$ cat config.mk
export PLATFORM = sky130hd
export DESIGN_NAME = mem_stage
export DESIGN_NICKNAME = d
export VERILOG_FILES = /design/src/rtl/mem_stage_pkg.sv /design/src/rtl/mem_timeout_cnt.sv /design/src/rtl/mem_stage.sv
export SDC_FILE = /design/constraint.sdc
export NUM_CORES = 1
export LEC_CHECK = 0
export CORE_MARGIN = 4
export CORE_UTILIZATION = 38
export CTS_BUF_LIST = sky130_fd_sc_hd__clkbuf_8
export CTS_CLUSTER_SIZE = 40
export DETAILED_ROUTE_END_ITERATION = 10
export GPL_TIMING_DRIVEN = 0
export PLACE_DENSITY_LB_ADDON = 0.2
export SLEW_MARGIN = 40
export SYNTH_ARGS = -nofsm -noshare
export SYNTH_HDL_FRONTEND = slang
export SYNTH_SLANG_ARGS = --single-unit
$ cat constraint.sdc
create_clock -name CLK -period 1.7 [get_ports CLK]
set_clock_uncertainty 0.2 [all_clocks]
set_input_delay 0.34 -clock CLK [delete_from_list [all_inputs] [get_ports CLK]]
set_output_delay 0.34 -clock CLK [all_outputs]
set_load 0.01 [all_outputs]
$ cat src/rtl/mem_stage_pkg.sv
// mem_stage_pkg: opcodes and FSM state encodings shared by the memory stage
package mem_stage_pkg;
  localparam logic [5:0] OP_LW = 6'b100011;
  localparam logic [5:0] OP_SW = 6'b101011;
  typedef enum logic [1:0] {S_IDLE = 2'd0, S_REQ = 2'd1, S_RESP = 2'd2} state_e;
endpackage

$ cat src/rtl/mem_timeout_cnt.sv
// mem_timeout_cnt: bus transaction watchdog counter with clear, enable and expire flag
module mem_timeout_cnt #(
  parameter int CNT_W   = 16,
  parameter int TIMEOUT = 255
) (
  input  logic CLK,
  input  logic RST,
  input  logic clr,
  input  logic en,
  output logic expire
);
  logic [CNT_W-1:0] cnt_q, cnt_d;
  always_comb cnt_d = clr ? '0 : en ? cnt_q + CNT_W'(1) : cnt_q;
  always_ff @(posedge CLK) cnt_q <= !RST ? '0 : cnt_d;
  assign expire = cnt_q >= CNT_W'(TIMEOUT - 1);
endmodule

$ cat src/rtl/mem_stage.sv
// mem_stage: pipeline memory stage performing LW/SW over a req/gnt/rvalid bus with timeout
module mem_stage
  import mem_stage_pkg::*;
#(
  parameter int TIMEOUT = 255,
  parameter int CNT_W   = 16
) (
  input  logic        CLK,
  input  logic        RST,
  input  logic        in_valid,
  output logic        in_ready,
  input  logic [31:0] Ins,
  input  logic [31:0] Result,
  input  logic [31:0] Rdata2,
  output logic        out_valid,
  output logic [31:0] Ins_out,
  output logic [31:0] Wdata,
  output logic        addr_err,
  output logic        bus_err,
  output logic        mem_req,
  output logic        mem_we,
  output logic [31:0] mem_addr,
  output logic [31:0] mem_wdata,
  input  logic        mem_gnt,
  input  logic        mem_rvalid,
  input  logic [31:0] mem_rdata
);
  state_e state_q, state_d;
  logic [31:0] ins_out_q, ins_out_d, wdata_q, wdata_d;
  logic [31:0] mem_addr_q, mem_addr_d, mem_wdata_q, mem_wdata_d;
  logic out_valid_q, out_valid_d, addr_err_q, addr_err_d, bus_err_q, bus_err_d;
  logic mem_req_q, mem_req_d, mem_we_q, mem_we_d;
  logic accept, is_sw, is_mem, misaligned, mem_start, in_req, in_resp;
  logic req_done, resp_done, to_resp, timeout, expire;
  assign in_req     = state_q == S_REQ;
  assign in_resp    = state_q == S_RESP;
  assign accept     = state_q == S_IDLE && in_valid;
  assign is_sw      = Ins[31:26] == OP_SW;
  assign is_mem     = is_sw || Ins[31:26] == OP_LW;
  assign misaligned = Result[1:0] != 2'b00;
  assign mem_start  = accept && is_mem && !misaligned;
  assign req_done   = in_req && mem_gnt && (mem_we_q || mem_rvalid);
  assign to_resp    = in_req && mem_gnt && !mem_we_q && !mem_rvalid;
  assign resp_done  = in_resp && mem_rvalid;
  assign timeout    = expire && ((in_req && !mem_gnt) || (in_resp && !mem_rvalid));
  mem_timeout_cnt #(.CNT_W(CNT_W), .TIMEOUT(TIMEOUT)) u_cnt (
    .CLK    (CLK),
    .RST    (RST),
    .clr    (mem_start),
    .en     (state_q != S_IDLE),
    .expire (expire)
  );
  always_ff @(posedge CLK) begin
    if (!RST) begin
      state_q     <= S_IDLE;
      ins_out_q   <= '0;
      wdata_q     <= '0;
      mem_addr_q  <= '0;
      mem_wdata_q <= '0;
      out_valid_q <= 1'b0;
      addr_err_q  <= 1'b0;
      bus_err_q   <= 1'b0;
      mem_req_q   <= 1'b0;
      mem_we_q    <= 1'b0;
    end else begin
      state_q     <= state_d;
      ins_out_q   <= ins_out_d;
      wdata_q     <= wdata_d;
      mem_addr_q  <= mem_addr_d;
      mem_wdata_q <= mem_wdata_d;
      out_valid_q <= out_valid_d;
      addr_err_q  <= addr_err_d;
      bus_err_q   <= bus_err_d;
      mem_req_q   <= mem_req_d;
      mem_we_q    <= mem_we_d;
    end
  end
  always_comb begin
    state_d = mem_start ? S_REQ :
              to_resp ? S_RESP :
              (req_done || resp_done || timeout) ? S_IDLE : state_q;
  end
  always_comb begin
    out_valid_d = (accept && !mem_start) || req_done || resp_done || timeout;
    addr_err_d  = accept && is_mem && misaligned;
    bus_err_d   = timeout;
    ins_out_d   = accept ? Ins : ins_out_q;
    wdata_d     = (accept && !is_mem) ? Result :
                  ((req_done && !mem_we_q) || resp_done) ? mem_rdata :
                  out_valid_d ? '0 : wdata_q;
    mem_req_d   = mem_start ? 1'b1 : ((in_req && mem_gnt) || timeout) ? 1'b0 : mem_req_q;
    mem_addr_d  = mem_start ? Result : mem_addr_q;
    mem_wdata_d = mem_start ? (is_sw ? Rdata2 : '0) : mem_wdata_q;
    mem_we_d    = mem_start ? is_sw : mem_we_q;
  end
  assign in_ready  = state_q == S_IDLE;
  assign out_valid = out_valid_q;
  assign Ins_out   = ins_out_q;
  assign Wdata     = wdata_q;
  assign addr_err  = addr_err_q;
  assign bus_err   = bus_err_q;
  assign mem_req   = mem_req_q;
  assign mem_we    = mem_we_q;
  assign mem_addr  = mem_addr_q;
  assign mem_wdata = mem_wdata_q;
endmodule

==> flow_metrics.env, run 1 <==
export IMPL_p_comb_frac=0.127
export IMPL_regArea_um2=3048
export IMPL_diodes=0
export IMPL_p_clk_frac=0.368
export IMPL_synth_edf_count=0
export IMPL_drtIter0Drc=302
export IMPL_fin_util=0.6513
export IMPL_tightestPinTransition_ns=0.7618
export IMPL_sw_frac_of_total=0.2482
export IMPL_grt_pass1_wl_mm=31.10
export IMPL_layout_common_cells="157 x nand2_1, 139 x dfxtp_1, 133 x dlygate4sd2_1"
export IMPL_die_w_um=131.1
export IMPL_startpoint_type="flip-flop"
export IMPL_n_fill_cell=1197
export IMPL_fin_crit_sh=1.175
export IMPL_cts_htree_levels=4
export IMPL_clk_latency_ns=0.44
export IMPL_async_reset_ff_frac=0
export IMPL_outcome="finished, violations left"
export IMPL_vias=5894
export IMPL_worst_slack_ns=-0.2976
export IMPL_cts_tree="done"
export IMPL_hold_path_class="in -> reg"
export IMPL_clkTransAtPathRegs_ns=0.08
export IMPL_finalSetupViolations=97
export IMPL_ys_ff_latch=151
export IMPL_seq_power_share=0.504
export IMPL_via_per_inst=5.188
export IMPL_slew_viol_final=0
export IMPL_fin_crit_ns=1.998
export IMPL_synth_area_top_cells="dfxtp_1 52%, nand2_1 11%, o22ai_2 6.5%"
export IMPL_synth_area_um2=5759
export IMPL_path_max_fanout=10
export IMPL_synth_largest_area_cell="dfxtp_1"
export IMPL_yosysTopAreaCellShare=0.5249
export IMPL_p_switching_w=0.001806
export IMPL_routedWlPerCell_um=18.04
export IMPL_cts_buffer_depth=2
export IMPL_num_nets_final=1074
export IMPL_p_leak_nw=4.196
export IMPL_drt_wl_total_mm=20.50
export IMPL_syn_to_final_growth_pct=66.24
export IMPL_design_die_area_um2=17190
export IMPL_grt_max_degree=17
export IMPL_routabilityCongestion=0.8290
export IMPL_synth_warnings=0
export IMPL_postCtsHoldBufs=0
export IMPL_violations="negative setup slack"
export IMPL_stdcell_count=1136
export IMPL_rsz0062_at_grt="true"
export IMPL_grt_pass1_vias=5923
export IMPL_intPower_w=0.005470
export IMPL_cp_required_ns=1.86
export IMPL_drtAntennaViolNets=0
export IMPL_core_um2=14700
export IMPL_final_common_cell="nand2_1"
export IMPL_drive_gt1_frac=0.1859
export IMPL_synthesis_nets=753
export IMPL_wl_met3_mm=1.511
export IMPL_root_buffer="clkbuf_8"
export IMPL_antenna_found_initial=0
export IMPL_grt_overflow_total=0
export IMPL_drc_errors=0
export IMPL_cp_end_kind="flip-flop"
export IMPL_critical_path_class="reg -> reg"
export IMPL_start_util=0.3918
export IMPL_worst_ep_arrival_time_ns=2.16
export IMPL_synth_flop_cell="dfxtp_1"
export IMPL_p_per_area_nw_per_um2=760.0
export IMPL_grt_use_total=0.2220
export IMPL_wl_met2_mm=10.44
export IMPL_vdd_ir_drop_max_mv=0.4899
export IMPL_timing_hold_ws_ns=0.09759
export IMPL_netlist_instances=618
export IMPL_ys_seq_area_frac=0.5249
export IMPL_avgSynthCellArea_um2=9.319
export IMPL_synth_cell_types=48
export IMPL_die_y_um=131.1
export IMPL_cts_buffers=17
export IMPL_top_layer_used="met4"
export IMPL_drtPass1Iterations=5
export IMPL_max_cap_viol_count=0
export IMPL_hold_viol_final=0
export IMPL_boundaryPins=267
export IMPL_multiInputGateArea_um2=2618
export IMPL_clock_sinks=151
export IMPL_hpwl_mm=14.81
export IMPL_placed_cells=1067
export IMPL_drt_met1_wl_mm=8.077
export IMPL_row_count=44
export IMPL_io_buffer_count=265
export IMPL_worst_slew_margin_rel=0.4921
export IMPL_fmax_mhz=500.6
[worst paths after layout]
path / from / endpoint / slack, ns / cells after the start
worst max-delay path: u_cnt.cnt_q[15] / Wdata[7] / -0.30 / 5
worst min-delay path: Ins[31] / Ins_out[31] / 0.1 / 3
worst max register to register: u_cnt.cnt_q[15] / Wdata[7] / -0.30 / 5
worst min register to register: Ins_out[4] / Ins_out[4] / 0.25 / 2
[timing repair]
| item | CTS | global route |
|---|---|---|
| buffers inserted | 12 | 21 |
| endpoints found under the setup margin | 282 | 116 |
| cloned | 2 | 6 |
| gates resized for setup | 194 | 108 |
| pin swaps | 15 | 28 |
[metal layers]
layer | GRT usage | vias to the layer above
li1 | - | 2817
met2 | 0.3894 | 201
met1 | 0.2464 | 2840
met5 | 0 | -
met3 | 0.08524 | 36
met4 | 0.07876 | 0
[stage by stage]
| stage | setup slack (ns) | total power (W) | TNS (ns) | cell area, um2 |
|---|---|---|---|---|
| 2_1_floorplan | -0.1667 | 0.004086 | -9.097 | 5778 |
| 3_3_place_gp | -1.022 | 0.004669 | -119.03 | 8661 |
| 3_5_place_dp | -1.006 | 0.004685 | -120.72 | 8661 |
| 4_1_cts | -0.2918 | 0.007297 | -9.910 | 9100 |
| 5_1_grt | -0.3511 | 0.007587 | -20.78 | 9574 |
| 6_report | -0.2976 | 0.007276 | -14.65 | 9574 |
[cell usage after synthesis, drive strengths merged (3+ instances only)]
| master | n |
|---|---|
| nand2 | 163 |
| clkbuf | 31 |
| nand4 | 5 |
| a21boi | 5 |
| and3 | 4 |
| o22ai | 32 |
| or4 | 3 |
| buf | 18 |
| o211ai | 3 |
| dfxtp | 151 |
| a22oi | 32 |
| o21ai | 6 |
| a21oi | 66 |
| inv | 4 |
| a22o | 32 |
| nand3 | 5 |
| or3 | 4 |
| xor2 | 9 |
| nor2 | 17 |
[state kept, by name, summed over array words and instances (netlist names)]
register / count
Ins_out: 32
out_valid: 1
state_q: 2
bus_err: 1
mem_req: 1
mem_wdata: 32
Wdata: 32
u_cnt.cnt_q: 16
addr_err: 1
mem_addr: 32
mem_we: 1
[worst max-delay path, stage by stage, from the launching register on]
cell and delay (ns):
dfxtp_2 0.33, or4_4 0.54, a211oi_4 0.30, o2111ai_4 0.23, buf_8 0.23, o22ai_2 0.09
[final cells by class]
class	count	area share
plain buffers	46	0.04090
clock buffers	18	0.02588
clock inverters	14	0.01398
inverters	4	0.001568
multi-input cells	414	0.2734
flip-flops and latches	151	0.3183
well taps	184	0.02405
repair buffers	305	0.3019
[cell families (layout without fill, tap and decap cells)]
group                    Yosys count  after routing  share of synthesized area
AO/OA/AOI/OAI                    186            186                     0.2522
XOR/XNOR                          11             11                    0.01673
adder cells (fa/ha/maj)            2              2                   0.004344
buffers and inverters             53            387                    0.04193
flip-flops                       151            151                     0.5249
AND/OR/NAND/NOR                  215            215                     0.1599
[power groups by stage]
stage | registers (W) | clock network (W) | logic [W]
floorplan | 0.00380 | 0 | 0.000289
global placement | 0.00376 | 0 | 0.000914
detailed placement | 0.00376 | 0 | 0.000927
CTS | 0.00367 | 0.00273 | 0.000892
global route | 0.00368 | 0.00292 | 0.000992
finish | 0.00367 | 0.00268 | 0.000928
(Power assumes the default switching activity.)
==> run 2: changes to the inputs <==
--- a/config.mk
+++ b/config.mk
@@ -6,7 +6,7 @@
 export NUM_CORES = 1
 export LEC_CHECK = 0
 export CORE_MARGIN = 4
-export CORE_UTILIZATION = 38
+export CORE_UTILIZATION = 39
 export CTS_BUF_LIST = sky130_fd_sc_hd__clkbuf_8
 export CTS_CLUSTER_SIZE = 40
 export DETAILED_ROUTE_END_ITERATION = 10
@@ -15,4 +15,5 @@
 export SLEW_MARGIN = 40
 export SYNTH_ARGS = -nofsm -noshare
 export SYNTH_HDL_FRONTEND = slang
+export SYNTH_HIERARCHICAL = 1
 export SYNTH_SLANG_ARGS = --single-unit
==> run 2 against run 1 <==
The flow still finishes with violations (negative setup slack). Register-to-register slack worse by 0.21 ns. Final cell count increased by 1.7%. Largest cell class unchanged. Via count grew 0.42%. Global-route usage grew 0.71 points. Utilization is 5.3 points higher. Fmax is 9.4% lower. Area after synthesis is 2.0% higher. Clock power rose by 3%.
==> flow_metrics.env, run 2 <==
export IMPL_row_count=44
export IMPL_routabilityCongestion=0.8434
export IMPL_cp_required_ns=1.89
export IMPL_synth_cell_types=45
export IMPL_fin_crit_sh=1.297
export IMPL_hold_path_class="in -> reg"
export IMPL_grt_use_total=0.2290
export IMPL_max_cap_viol_count=0
export IMPL_layout_common_cells="143 x dfxtp_1, 131 x clkdlybuf4s50_1, 114 x nand2_1"
export IMPL_yosysTopAreaCellShare=0.5146
export IMPL_seq_power_share=0.497
export IMPL_ys_top_cells_by_count="151 x dfxtp_1, 136 x nand2_1, 67 x a21boi_0, 37 x nand3_1"
export IMPL_rsz0062_at_grt="true"
export IMPL_violations="negative setup slack"
export IMPL_p_clk_frac=0.375
export IMPL_path_max_fanout=5
export IMPL_critical_path_class="reg -> reg"
export IMPL_design_die_area_um2=17090
export IMPL_grt_max_degree=17
export IMPL_ys_seq_area_frac=0.5146
export IMPL_worst_slack_ns=-0.5053
export IMPL_tightestPinTransition_ns=0.6036
export IMPL_vdd_ir_drop_max_mv=0.5278
export IMPL_hold_viol_final=0
export IMPL_cts_buffers=17
export IMPL_worst_ep_arrival_time_ns=2.39
export IMPL_via_per_inst=5.125
export IMPL_avgSynthCellArea_um2=9.310
export IMPL_die_w_um=130.7
export IMPL_grt_pass1_vias=5666
export IMPL_p_per_area_nw_per_um2=715.0
export IMPL_sw_frac_of_total=0.2503
export IMPL_slew_viol_final=0
export IMPL_intPower_w=0.005532
export IMPL_synth_largest_area_cell="dfxtp_1"
export IMPL_num_nets_final=1093
export IMPL_synthesis_nets=766
export IMPL_grt_pass1_wl_mm=29.99
export IMPL_start_util=0.4011
export IMPL_fin_total_pwr_w=0.007380
export IMPL_die_y_um=130.7
export IMPL_io_buffer_count=266
export IMPL_ys_ff_latch=151
export IMPL_finalSetupViolations=117
export IMPL_synth_warnings=6
export IMPL_synth_flop_cell="dfxtp_1"
export IMPL_root_buffer="clkbuf_8"
export IMPL_cts_htree_levels=4
export IMPL_drtAntennaViolNets=0
export IMPL_cts_buffer_depth=2
export IMPL_min_path_cells=3
export IMPL_final_common_cell="dfxtp_1"
export IMPL_fin_util=0.7048
export IMPL_cp_end_kind="flip-flop"
export IMPL_antenna_found_initial=0
export IMPL_synth_edf_count=0
export IMPL_clk_latency_ns=0.45
export IMPL_startpoint_type="flip-flop"
export IMPL_p_switching_w=0.001848
export IMPL_outcome="finished, violations left"
export IMPL_p_leak_nw=4.331
export IMPL_synth_area_um2=5874
export IMPL_drive_gt1_frac=0.2523
export IMPL_netlist_instances=631
export IMPL_clkTransAtPathRegs_ns=0.09
export IMPL_syn_to_final_growth_pct=75.70
export IMPL_postCtsHoldBufs=0
export IMPL_boundaryPins=267
export IMPL_synth_area_top_cells="dfxtp_1 51%, nand2_1 8.7%, a21boi_0 8.6%"
export IMPL_clock_sinks=151
export IMPL_grt_overflow_total=0
export IMPL_routedWlPerCell_um=17.84
export IMPL_async_reset_ff_frac=0
export IMPL_vias=5919
export IMPL_diodes=0
export IMPL_core_um2=14640
export IMPL_drtPass1Iterations=5
export IMPL_cts_tree="done"
export IMPL_synth_most_common_cell="dfxtp_1"
export IMPL_drt_wl_total_mm=20.60
export IMPL_p_comb_frac=0.127
export IMPL_fin_crit_ns=2.205
export IMPL_r2r_cells=11
export IMPL_worst_slew_margin_rel=0.5967
export IMPL_drc_errors=0
export IMPL_fmax_mhz=453.4
export IMPL_hpwl_mm=14.29
export IMPL_drtIter0Drc=279
export IMPL_place_ws_ns=-0.9588
run 2: repair_timing:
| item | in CTS | in global routing |
|---|---|---|
| endpoints found under the setup margin | 284 | 191 |
| setup buffers | 25 | 9 |
| pin swaps | 55 | 52 |
| resized for setup | 322 | 142 |
| gates cloned | 10 | 5 |
run 2: cell families after synthesis:
family | after synthesis | synth area share
buffers and inverters | 57 | 0.04558
flip-flops | 151 | 0.5146
adder cells (fa/ha/maj) | 2 | 0.004259
XOR/XNOR | 4 | 0.005965
AO/OA/AOI/OAI | 186 | 0.2428
multiplexers | 5 | 0.008520
AND/OR/NAND/NOR | 226 | 0.1783
run 2: metal layers:
layer	vias to the layer above	global-route usage	share of wire
met1	2793	0.2660	0.40
met5	-	0	0
met3	28	0.08984	0.081
met4	0	0.08530	0.018
met2	198	0.3828	0.50
li1	2900	-	-
run 2: cell type report:
type                    count  area, um2
fillers                  1206       4323
flip-flops and latches    151       3035
clock buffers              18      247.7
multi-input cells         426       3129
plain buffers              47      464.2
repair buffers            309       3042
inverters                   6      25.02
clock inverters            14      147.6
well taps                 184      230.2
run 2: through the flow:
step | instance area, um2 | cells | setup TNS (ns) | hold WS (ns)
floorplan | 5983 | 631 | -13.79 | 0.2499
global placement | 8876 | 1081 | -113.87 | 0.2480
detailed placement | 8876 | 1081 | -117.04 | 0.2551
CTS | 9952 | 1147 | -31.82 | 0.2114
global route | 10320 | 1155 | -33.01 | 0.1706
finish | 10320 | 1155 | -23.69 | 0.1933
run 2: path summary, 6_finish.rpt:
| check | start | endpoint | slack (ns) |
|---|---|---|---|
| setup / recovery | u_cnt/cnt_q[0] | Wdata[22] | -0.51 |
| setup reg to reg | u_cnt/cnt_q[0] | Wdata[22] | -0.51 |
| hold / removal | RST | u_cnt/cnt_q[4] | 0.19 |
| hold reg to reg | mem_addr[29] | mem_addr[29] | 0.25 |
run 2: power groups by stage:
stage	Combinational, W	Clock [W]	Sequential (W)
detailed placement	0.000885	0	0.00375
finish	0.000939	0.00277	0.00367
global route	0.00100	0.00300	0.00368
global placement	0.000880	0	0.00375
floorplan	0.000254	0	0.00379
CTS	0.000883	0.00284	0.00367
run 2: critical path, cell delays in order, from the launching register on:
cell and delay, ns:
dfxtp_2 0.34, buf_6 0.10, inv_2 0.03, ha_2 0.16, o211ai_1 0.17, o211ai_1 0.18
buf_4 0.20, nor2_4 0.11, o32a_4 0.26, buf_6 0.16, nand3_2 0.07, a21boi_1 0.16
==> run 3: changes to the inputs <==
--- a/config.mk
+++ b/config.mk
@@ -5,13 +5,14 @@
 export SDC_FILE = /design/constraint.sdc
 export NUM_CORES = 1
 export LEC_CHECK = 0
+export CORE_ASPECT_RATIO = 1.1
 export CORE_MARGIN = 4
-export CORE_UTILIZATION = 39
+export CORE_UTILIZATION = 27
 export CTS_BUF_LIST = sky130_fd_sc_hd__clkbuf_8
 export CTS_CLUSTER_SIZE = 40
 export DETAILED_ROUTE_END_ITERATION = 10
 export GPL_TIMING_DRIVEN = 0
-export PLACE_DENSITY_LB_ADDON = 0.2
+export PLACE_DENSITY_LB_ADDON = 0.08
 export SLEW_MARGIN = 40
 export SYNTH_ARGS = -nofsm -noshare
 export SYNTH_HDL_FRONTEND = slang
==> run 3 against run 2 <==
The flow still finishes with violations (negative setup slack). Highest routed layer is now met5. Utilization is 23 points lower. Total power is 1.8% higher. Largest power group unchanged. Sequential power hardly changed.
==> flow_metrics.env, run 3 (synthesized netlist as in run 2, its figures left out) <==
export IMPL_gr_max_usage_layer="met2"
export IMPL_worst_slew_margin_rel=0.6577
export IMPL_cp_end_kind="flip-flop"
export IMPL_ff2ff_setup_slack_ns=-0.47
export IMPL_grt_use_total=0.1749
export IMPL_grt_overflow_total=0
export IMPL_drtIter0Drc=206
export IMPL_start_util=0.2749
export IMPL_vias=5761
export IMPL_multiInputGateArea_um2=2998
export IMPL_max_stage_delay_ns=0.37
export IMPL_startpoint_type="flip-flop"
export IMPL_row_count=56
export IMPL_grtUsageMet2=0.2961
export IMPL_grt_pass1_wl_mm=32.92
export IMPL_r2r_cells=10
export IMPL_clkTransAtPathRegs_ns=0.08
export IMPL_vdd_ir_drop_max_mv=0.4258
export IMPL_clk_latency_ns=0.44
export IMPL_grt_util_met3=0.06513
export IMPL_root_buffer="clkbuf_8"
export IMPL_path_max_fanout=10
export IMPL_die_y_um=162.7
export IMPL_layout_common_cells="142 x dfxtp_1, 131 x clkdlybuf4s50_1, 107 x dlygate4sd2_1"
export IMPL_drt_wl_total_mm=21.64
export IMPL_slew_viol_final=0
export IMPL_violations="negative setup slack"
export IMPL_syn_to_final_growth_pct=74.53
export IMPL_regArea_um2=3037
export IMPL_drtAntennaViolNets=0
export IMPL_hold_viol_final=0
export IMPL_crit_start="u_cnt/cnt_q[0]"
export IMPL_fin_crit_ns=2.170
export IMPL_fin_total_pwr_w=0.007512
export IMPL_diodes=0
export IMPL_grt_pass1_vias=5814
export IMPL_grt_max_degree=17
export IMPL_final_common_cell="dfxtp_1"
export IMPL_cts_htree_levels=4
export IMPL_path_cells="buf_6 > inv_2 > ha_2 > o211ai_1 > o211ai_1 > nor2_2 > o32a_4 > buf_6 > nand3_1 > a21boi_1"
export IMPL_p_per_area_nw_per_um2=732.8
export IMPL_timing_hold_ws_ns=0.2406
export IMPL_cp_required_ns=1.83
export IMPL_antenna_found_initial=1
export IMPL_cts_tree="done"
export IMPL_critical_path_class="reg -> reg"
export IMPL_cts_buffers=17
export IMPL_hold_path_class="in -> reg"
export IMPL_n_fill_cell=2113
export IMPL_clock_sinks=151
export IMPL_path_delay_family="compound AO/OA/AOI/OAI gates"
export IMPL_routedWlPerCell_um=17.27
export IMPL_finalSetupViolations=119
export IMPL_hpwl_mm=15.30
export IMPL_max_cap_viol_count=0
export IMPL_boundaryPins=267
export IMPL_drive_gt1_frac=0.2253
export IMPL_routabilityCongestion=0.7559
export IMPL_rsz0062_at_grt="true"
export IMPL_worst_slack_ns=-0.4703
export IMPL_fin_crit_sh=1.277
export IMPL_path_depth=10
export IMPL_outcome="finished, violations left"
export IMPL_num_nets_final=1086
export IMPL_p_leak_nw=4.270
export IMPL_die_w_um=148.6
export IMPL_grt_use_met1=0.2110
export IMPL_regToRegEndpoint="Wdata[24]"
export IMPL_worst_ep_arrival_time_ns=2.30
export IMPL_critPathBufInv=3
export IMPL_io_buffer_count=266
export IMPL_via_per_inst=4.598
export IMPL_cp_endpoint="Wdata[24]"
export IMPL_fmax_mhz=460.8
export IMPL_cts_buffer_depth=2
export IMPL_core_um2=21370
export IMPL_drc_errors=0
export IMPL_postCtsHoldBufs=0
export IMPL_design_die_area_um2=24180
export IMPL_critPathSlowestCell="o211ai_1"
export IMPL_drtPass1Iterations=4
export IMPL_r2r_start="u_cnt/cnt_q[0]"
export IMPL_tightestPinTransition_ns=0.5135
==> run 3: cell types whose count changed in the layout (fill, tap and decap cells not counted), sizes merged, moves of 2 or more <==
cell / delta
dlygate4sd2: +19
clkdlybuf4s15: -18
buf: -7
inv: -4
clkbuf: +2
clkinv: +2
==> run 3: metrics by stage <==
stage / util / area (um2) / TNS, ns / setup WS [ns] / cells
floorplan: - / 5983 / -13.79 / -0.3213 / 631
finish: 0.4797 / 10250 / -31.21 / -0.4703 / 1253
global route: 0.4797 / 10250 / -39.55 / -0.5572 / 1253
detailed placement: 0.4215 / 9009 / -119.31 / -0.9358 / 1187
global placement: 0.4215 / 9009 / -116.55 / -0.9337 / 1187
CTS: 0.4675 / 9991 / -35.68 / -0.4736 / 1250
==> run 3: worst min-delay path, stage by stage <==
cell             delay (ns)
clkdlybuf4s50_1        0.39
nand2_1                0.06
a21boi_1               0.05
==> run 3: repair_timing <==
action | 4_1_cts | 5_1_grt
buffers inserted | 25 | 13
endpoints found under the hold margin | 0 | 0
setup endpoints to repair | 284 | 170
gates cloned | 10 | 1
gates resized for setup | 294 | 132
pin swaps | 42 | 39
==> run 3: power by group <==
| group | internal [W] | switching (W) |
|---|---|---|
| clock | 0.00150 | 0.00143 |
| combinational | 0.000543 | 0.000373 |
| sequential | 0.00362 | 0.0000420 |
==> run 3: layer usage <==
| metal | wire length, um | vias to the layer above | share of wire |
|---|---|---|---|
| li1 | - | 2871 | - |
| met1 | 8981 | 2697 | 0.42 |
| met2 | 10730 | 178 | 0.50 |
| met3 | 1683 | 13 | 0.078 |
| met4 | 228 | 2 | 0.011 |
| met5 | 13 | - | 0.00060 |
==> run 3: worst min-delay path by stage <==
stage | slack (ns) | startpoint | cells after the start | end
after CTS | 0.21 | Ins[4] | 3 | Ins_out[4]
final | 0.24 | Ins[15] | 3 | Ins_out[15]
after global routing | 0.20 | Ins[4] | 3 | Ins_out[4]
after floorplan | 0.25 | u_cnt/cnt_q[15] | 2 | u_cnt/cnt_q[15]
after global placement | 0.25 | Wdata[13] | 2 | Wdata[13]
after detailed placement | 0.25 | Wdata[13] | 2 | Wdata[13]
==> run 3: cell type report <==
cell class / instances / area share
sequential: 151 / 0.2962
inverter: 6 / 0.002441
clock buffer: 18 / 0.02416
multi-input combinational: 424 / 0.2924
clock inverter: 13 / 0.01660
tap: 290 / 0.03539
buffer: 46 / 0.04430
timing repair buffer: 305 / 0.2885
